## config.mk

```make
export PLATFORM = sky130hd
export DESIGN_NAME = ibundle_queue
export DESIGN_NICKNAME = d
export VERILOG_FILES = /design/src/rtl/ibundle_queue_pkg.sv /design/src/rtl/ibundle_slot_sel.sv /design/src/rtl/ibundle_queue.sv
export SDC_FILE = /design/constraint.sdc
export NUM_CORES = 1
export LEC_CHECK = 0
export CORE_MARGIN = 2
export CORE_UTILIZATION = 46
export CTS_CLUSTER_SIZE = 14
export DETAILED_ROUTE_END_ITERATION = 10
export GPL_TIMING_DRIVEN = 0
export HOLD_SLACK_MARGIN = 0.15
export PLACE_DENSITY_LB_ADDON = 0.3
export SKIP_LAST_GASP = 1
export SYNTH_ARGS = -nofsm -noshare
export SYNTH_HDL_FRONTEND = slang
export SYNTH_SLANG_ARGS = --single-unit
```

## constraint.sdc

```tcl
create_clock -name clk -period 22.4 [get_ports clk]
set_clock_uncertainty 0.2 [all_clocks]
set_input_delay 3.36 -clock clk [delete_from_list [all_inputs] [get_ports clk]]
set_output_delay 3.36 -clock clk [all_outputs]
set_load 0.02 [all_outputs]
```

## src/rtl/ibundle_queue_pkg.sv

```systemverilog
// Shared nvio3 instruction-bundle layout: field ranges, slot address offsets
// and slot-presence helpers used by the bundle queue.
package ibundle_queue_pkg;

   localparam int BUNDLE_W = 128;
   localparam int SLOT_W   = 40;
   localparam int NSLOTS   = 3;
   localparam int SLOTS_HI = 119;
   localparam int TMPL_LO  = 120;
   localparam int TMPL_HI  = 122;
   localparam int TMPL_W   = 3;

   typedef logic [1:0] slot_idx_t;

   // Byte offset of a slot within its 16-byte bundle
   function automatic logic [3:0] slot_off(input slot_idx_t idx);
      case (idx)
         2'd1:    slot_off = 4'd5;
         2'd2:    slot_off = 4'd10;
         default: slot_off = 4'd0;
      endcase
   endfunction

   function automatic slot_idx_t first_present(input logic [TMPL_W-1:0] tmpl);
      if (tmpl[0])      first_present = 2'd0;
      else if (tmpl[1]) first_present = 2'd1;
      else if (tmpl[2]) first_present = 2'd2;
      else              first_present = 2'd0;
   endfunction

endpackage

```

## src/rtl/ibundle_slot_sel.sv

```systemverilog
// Combinational slot picker: current present slot at/after sp, the next
// present slot above it, whether it is the bundle's last, and the first slot.
module ibundle_slot_sel
   import ibundle_queue_pkg::*;
(
   input  logic [TMPL_W-1:0] tmpl,
   input  slot_idx_t         sp,
   output slot_idx_t         cur,
   output slot_idx_t         nxt,
   output logic              last,
   output slot_idx_t         first
);

   logic found;

   always_comb begin
      cur   = '0;
      nxt   = '0;
      last  = 1'b1;
      found = 1'b0;
      for (int i = 0; i < NSLOTS; i++) begin
         if (!found && tmpl[i] && (i >= int'(sp))) begin
            cur   = 2'(i);
            found = 1'b1;
         end
      end
      // Descending scan leaves the lowest present slot above cur in nxt
      for (int i = NSLOTS - 1; i >= 0; i--) begin
         if (tmpl[i] && (i > int'(cur))) begin
            nxt  = 2'(i);
            last = 1'b0;
         end
      end
   end

   assign first = first_present(tmpl);

endmodule

```

## src/rtl/ibundle_queue.sv

```systemverilog
// Instruction bundle queue: buffers fetched bundles and hands the decoder one
// present slot per cycle, skipping absent slots; flush empties it in a cycle.
module ibundle_queue
   import ibundle_queue_pkg::*;
#(
   parameter int DEPTH = 4,
   parameter int AMSB  = 31
) (
   input  logic                   rst,
   input  logic                   clk,
   input  logic                   flush,
   input  logic                   in_valid,
   output logic                   in_ready,
   input  logic [BUNDLE_W-1:0]    in_bundle,
   input  logic [AMSB:0]          in_adr,
   input  logic [NSLOTS-1:0]      in_pt,
   output logic                   out_valid,
   input  logic                   out_ready,
   output logic [SLOT_W-1:0]      out_instr,
   output logic [AMSB:0]          out_adr,
   output logic                   out_pt,
   output logic                   out_last,
   output logic [$clog2(DEPTH):0] count
);

   localparam int PW = $clog2(DEPTH);
   localparam int CW = PW + 1;
   localparam int AW = AMSB + 1;
   localparam logic [CW-1:0] FULL = CW'(DEPTH);

   logic [NSLOTS-1:0][SLOT_W-1:0] slot_q [DEPTH];
   logic [TMPL_W-1:0]             tmpl_q [DEPTH];
   logic [AMSB:0]                 adr_q  [DEPTH];
   logic [NSLOTS-1:0]             pt_q   [DEPTH];

   logic [PW-1:0]     wp, rp, rp_nxt;
   slot_idx_t         sp, cur, nxt, unused_first;
   logic              last, push, pop, bpop;
   logic [TMPL_W-1:0] in_tmpl;
   logic              unused_bits;

   assign in_tmpl     = in_bundle[TMPL_HI:TMPL_LO];
   assign unused_bits = ^in_bundle[BUNDLE_W-1:TMPL_HI+1];
   assign rp_nxt      = rp + PW'(1);

   ibundle_slot_sel u_sel (
      .tmpl  (tmpl_q[rp]),
      .sp    (sp),
      .cur   (cur),
      .nxt   (nxt),
      .last  (last),
      .first (unused_first)
   );

   assign in_ready  = (count != FULL);
   assign out_valid = (count != '0);
   assign out_instr = slot_q[rp][cur];
   assign out_adr   = adr_q[rp] | AW'(slot_off(cur));
   assign out_pt    = pt_q[rp][cur];
   assign out_last  = last;

   // Empty-template bundles are accepted but never stored
   assign push = in_valid & in_ready & ~flush & (|in_tmpl);
   assign pop  = out_valid & out_ready & ~flush;
   assign bpop = pop & last;

   always_ff @(posedge clk or posedge rst) begin
      if (rst) begin
         wp    <= '0;
         rp    <= '0;
         sp    <= '0;
         count <= '0;
         for (int i = 0; i < DEPTH; i++) begin
            slot_q[i] <= '0;
            tmpl_q[i] <= '0;
            adr_q[i]  <= '0;
            pt_q[i]   <= '0;
         end
      end else if (flush) begin
         wp    <= '0;
         rp    <= '0;
         sp    <= '0;
         count <= '0;
      end else begin
         if (push) begin
            slot_q[wp] <= in_bundle[SLOTS_HI:0];
            tmpl_q[wp] <= in_tmpl;
            adr_q[wp]  <= in_adr;
            pt_q[wp]   <= in_pt;
            wp         <= wp + PW'(1);
         end
         if (bpop)
            rp <= rp_nxt;
         if (push && !bpop)
            count <= count + CW'(1);
         else if (!push && bpop)
            count <= count - CW'(1);
         // sp must land on a present slot of whatever becomes the head
         if (pop) begin
            if (!last)               sp <= nxt;
            else if (count > CW'(1)) sp <= first_present(tmpl_q[rp_nxt]);
            else if (push)           sp <= first_present(in_tmpl);
            else                     sp <= '0;
         end else if (push && count == '0) begin
            sp <= first_present(in_tmpl);
         end
      end
   end

endmodule

```

* Yosys cells after proc, flatten, opt, wreduce, memory -nomap -nowiden *
Cells that the tools add are included.

storage, ports and cells
  bits in registers = 641
  bits of input ports = 168
  output and inout port bits = 79
  logic and storage cells = 137

cells by class
  reduce and logical (&&, ||, !) cells = 23
  bitwise logic cells = 11
  add/sub/neg operators = 4
  mux-type cells = 57
  equal/unequal tests = 3
  magnitude comparators = 11

operator list
  cell                                                           number
  480-bit bitwise mux                                            1
  120-bit two-way mux                                            3
  120-bit binary-select mux with 2-bit select                    1
  120-bit demux with 2-bit select                                1
  128-bit bitwise mux                                            1
  32-bit two-way mux                                             3
  40-bit binary-select mux with 2-bit select                     1
  32-bit binary-select mux with 2-bit select                     1
  32-bit demux with 2-bit select                                 1
  40-bit two-way mux                                             1
  2-bit two-way mux                                              19
  32-bit by 4-bit bitwise OR with 32-bit output                  1
  3-bit two-way mux                                              10
  12-bit bitwise mux                                             2
  3-bit binary-select mux with 2-bit select                      3
  1-bit logical AND                                              11
  3-bit >= comparator, second input constant                     3
  2-bit NOT with 3-bit output                                    3
  3-bit nonzero test                                             3
  4-bit case mux with 2 select lines                             1
  1-bit bitwise AND                                              6
  3-bit demux with 2-bit select                                  1
  1-bit two-way mux                                              6
  2-bit by 1-bit adder with 2-bit output, second input constant  2
  19 further kinds                                               24

* Logic depth before layout (Yosys ltp) *
  depth in word-level cells = 23
  gate-level depth with buffers = 9
  mapped depth without buffers = 8

* Cells and area by module *
From an unflattened synthesis, not the netlist that was laid out.

second synthesis, totals
  cells, all modules = 1,772
  area total of the unflattened synthesis = 31,154.9 sq um

by module, submodules not included
  module            sequential area each (sq um)  instances  cells an instance  area an instance (sq um)
  ibundle_queue     16,040.4                      1          1,754              31,012.2
  ibundle_slot_sel  0.0                           1          18                 142.6

* Least setup slack after synthesis *
OpenSTA, ideal clock, no wires.

  path kind = register to output
  start point = register rp[0]
  end point = output out_instr[28]
  arrival = 2.665 ns
  stages on the path, launching flop included = 10
  slack = 16.175 ns
  path buffers = 3
  required time = 18.840 ns
  path through = dfrtp_1 > buf_6 > mux4_2 > and2_4 > nor2_4 > buf_4 > buf_2 > nand2_1 > and3_1 > o41ai_1

on the way
  cells in the longest elaborated chain, start to end = 16
  elaborated cells between the ends (all ways) = 20

ends and longest elaborated chain
  element                                               RTL line                                  text
  from (decl)                                           ibundle_queue.sv:36                       logic [PW-1:0] wp, rp, rp_nxt;
  from (signal assigned)                                ibundle_queue.sv:93                       rp <= rp_nxt;
  2-bit NOT with 3-bit output (implied by the code) *   ibundle_queue.sv:47, ibundle_queue.sv:57
  3-bit binary-select mux with 2-bit select             ibundle_queue.sv:47                       .tmpl (tmpl_q[rp]),
  3-bit two-way mux (implied by the code) (2 in a row)  ibundle_queue.sv:47
  1-bit logical AND                                     ibundle_slot_sel.sv:22                    if (!found && tmpl[i] && (i >= int'(sp))) begin
  1-bit two-way mux                                     ibundle_slot_sel.sv:22
  1-bit zero test                                       ibundle_slot_sel.sv:22
  1-bit logical AND (2 in a row)                        ibundle_slot_sel.sv:22
  1-bit two-way mux                                     ibundle_slot_sel.sv:22
  1-bit zero test                                       ibundle_slot_sel.sv:22
  1-bit logical AND (2 in a row)                        ibundle_slot_sel.sv:22
  2-bit two-way mux                                     ibundle_slot_sel.sv:22
  40-bit binary-select mux with 2-bit select *          ibundle_queue.sv:57                       assign out_instr = slot_q[rp][cur];
  40-bit two-way mux (implied by the code) *            ibundle_queue.sv:57
  to (decl)                                             ibundle_queue.sv:19                       output logic [SLOT_W-1:0] out_instr,

Every way passes the cells marked *; elsewhere a longest branch is shown, timed or not. The select of a mux whose other input is x is not followed.

* Worst setup path in the final report *
  start point = register rp[0]
  end point = output out_instr[37]

The elaborated chain is that of the path after synthesis.

==> reports/qor.txt <==
status - complete, no violations
FF-to-FF setup slack - 18,590 ps
Routed Antenna Nets - 0
Syn Nets - 2,188
Compound-Gate Fraction of Synth Area - 0.0385
CP max stage delay - 750 ps
io pins - 247
fin. max-slew vios - 0
Yosys top cell area share - 0.552
register area share after synthesis - 0.552
relative slew slack - 0.221
DRC - 0
actual slew at the worst max-slew pin - 1170 ps
final net count - 2,506
Post-synth top cells - mux2_2 (716), dfrtp_1 (641), nand2_1 (139)
clk sinks - 641
CTS resizes - 0
Crit path max-delay family - buffers and inverters
Setup Viol. Count Final - 0
CP Buf/Inv Count - 6
CTS clk-pin slew, worst paths - 60 ps
Die ar. - 0.0652 sq mm
DR WL/cell - 24.5 um
Max FO, Critical Path - 10
Max Buffers Root-to-Sink - 3
mux cell area share after synthesis - 0.339
Startpoint Class - flop
Yosys top cell by area - dfrtp_1
worst IR drop on VDD - 0.0000672 V
GRT overflow - 0
floorplan row count - 92
Post-Synth XOR/XNOR Area - 0.000603
pwr dens - 128 mW/mm^2
largest net degree at the start of global routing - 138
synthesized area - 0.0291 sq mm
total negative slack - 0 ps
dpl hpwl - 55.3 mm
initial core utilization - 0.463
Synth Instances - 2,013
count leader, synth - mux2_2
vias in the first global route - 20,143
initial antenna violation count - 14
Syn. warnings - 0
slowest CP cell - clkdlybuf4s50_1
crit share post-route - 0.379
RSZ-0062 raised after global routing - no
initial DRC count - 1,106
ys flop type - dfrtp_1
number of synthesized register bits - 641
crit-path most repeated cell - clkbuf_1
clk_lat worst skew - 600 ps
Die Wd - 255 um
Util after Layout - 0.559
share of layout cells above drive strength 1 - 0.402
Hold Crit Class - reg2reg
layout overhead on the synthesized area - 20.7%
CTS tree - built
first-pass GRT wire length - 122 mm
cell leakage power - 15.2 nW
mean post-synth cell area - 14.4 sq um
Die Span Y - 255 um
fillcell total - 5,018
Max-cap violations - 0
Detailed Routing Iterations Pass 1 - 5
crit path cell chain - buf_6, buf_2, inv_1, nand2_1, clkbuf_1, clkbuf_1, o31ai_1, o41ai_1, clkdlybuf4s50_1
Hold-fix buffers, CTS - 0
critical path launch point - rp[0]
crit end category - output port
TritonCTS Buffers - 71
gp weighted congestion - 0.844
Critical R2R Launch - count[1]
Via density - 5.71
gr usage total - 0.243
number of distinct library cells after synthesis - 50
root buf cell - clkbuf_16
core area - 0.0627 sq mm
Vias - 18,452
maximum operating frequency - 118 MHz
Fin. Hold Viols - 0
port bufs - 240
largest family of logic cells by synthesized area - multiplexers
WP data required - 18,840 ps
Adder-Cell Fraction of Synth Area - 0.00301
buffer count from post-CTS setup fixing - 0
# H-tree levels - 3
CP Class - reg2out
Area contributors post-synth - dfrtp_1 (55%), mux2_2 (28%), mux4_2 (5.9%)
Final Critical Period - 8490 ps
Total Wirelength - 79.1 mm
Post-synth ARST share - 1.00
Simple-Gate Fraction of Synth Area - 0.0436
hold path startpoint - slot_q[30]
WP data arrival - 4930 ps
Post-synth EDFFs - 0
-- power by group --
part	leakage, nW	switching (mW)	internal (mW)
Clock	1.18	0.468	0.728
Combinational	6.06	0.697	0.784
Sequential	8.01	0.213	1.59
Total	15.2	1.38	3.10
-- path summary, 6_finish.rpt --
kind,depth (start not counted),endpoint
min reg2reg,1,slot_q[30]
min in group asynchronous,2,slot_q[403]
min,1,slot_q[30]
max,9,out_instr[37]
max in group asynchronous,5,slot_q[143]
max reg2reg,9,slot_q[44]
-- final cells by class --
class	count	area, sq um	share of cell area
multi-input cells	1217	12400	0.352
clock inverters	15	218	0.00621
repair buffers	245	2540	0.0724
plain buffers	147	634	0.0181
diodes	3	7.51	0.000214
inverters	8	37.5	0.00107
clock buffers	108	2180	0.0622
flip-flops and latches	641	16000	0.457
well taps	846	1060	0.0302
-- state kept, by name, summed over array words and instances, names as in the netlist --
signal and count:
tmpl_q 12, pt_q 12, slot_q 480, wp 2, count 3, sp 2, rp 2, adr_q 128
-- routing by layer --
| metal | wire length [um] | GRT usage | part of all wire | vias to the layer above |
|---|---|---|---|---|
| li1 | - | - | - | 8094 |
| met1 | 33800 | 0.318 | 0.43 | 9764 |
| met2 | 38400 | 0.402 | 0.49 | 448 |
| met3 | 4960 | 0.0591 | 0.063 | 124 |
| met4 | 1870 | 0.0757 | 0.024 | 22 |
| met5 | 137 | 0 | 0.0017 | - |
-- cells by family after synthesis --
family                     after synthesis
muxes                                  799
DFF                                    641
and+or+nand+nor                        260
buffers and inverters                  155
AOI/OAI and AO/OA                      149
adders and majority gates                7
xor gates and xnor gates                 2
-- cells in the final DEF, fill, tap and decap left out, types with 16 or more instances in the layout --
cell type	n
clkbuf_8	16
o31ai_1	43
nand2_1	139
o22ai_1	42
clkbuf_16	76
clkbuf_1	96
clkdlybuf4s50_1	240
buf_1	28
mux2_2	716
o41ai_1	40
mux4_2	76
dfrtp_1	641
and3_1	42
buf_2	30
or3_1	44
-- per-stage QoR --
| step | total power, mW | cell area, sq um | hold WS, ps | setup slack (ps) | cells |
|---|---|---|---|---|---|
| finish | 4.48 | 35100 | 297 | 13910 | 3230 |
| global placement | 3.23 | 32500 | 280 | -5370 | 3099 |
| global route | 4.70 | 35100 | 305 | 13870 | 3230 |
| CTS | 4.50 | 35100 | 299 | 13890 | 3227 |
| detailed placement | 3.30 | 32700 | 287 | 14550 | 3104 |
| floorplan | 2.74 | 29100 | 273 | 883 | 2013 |
Power figures use the tool's default switching activity.
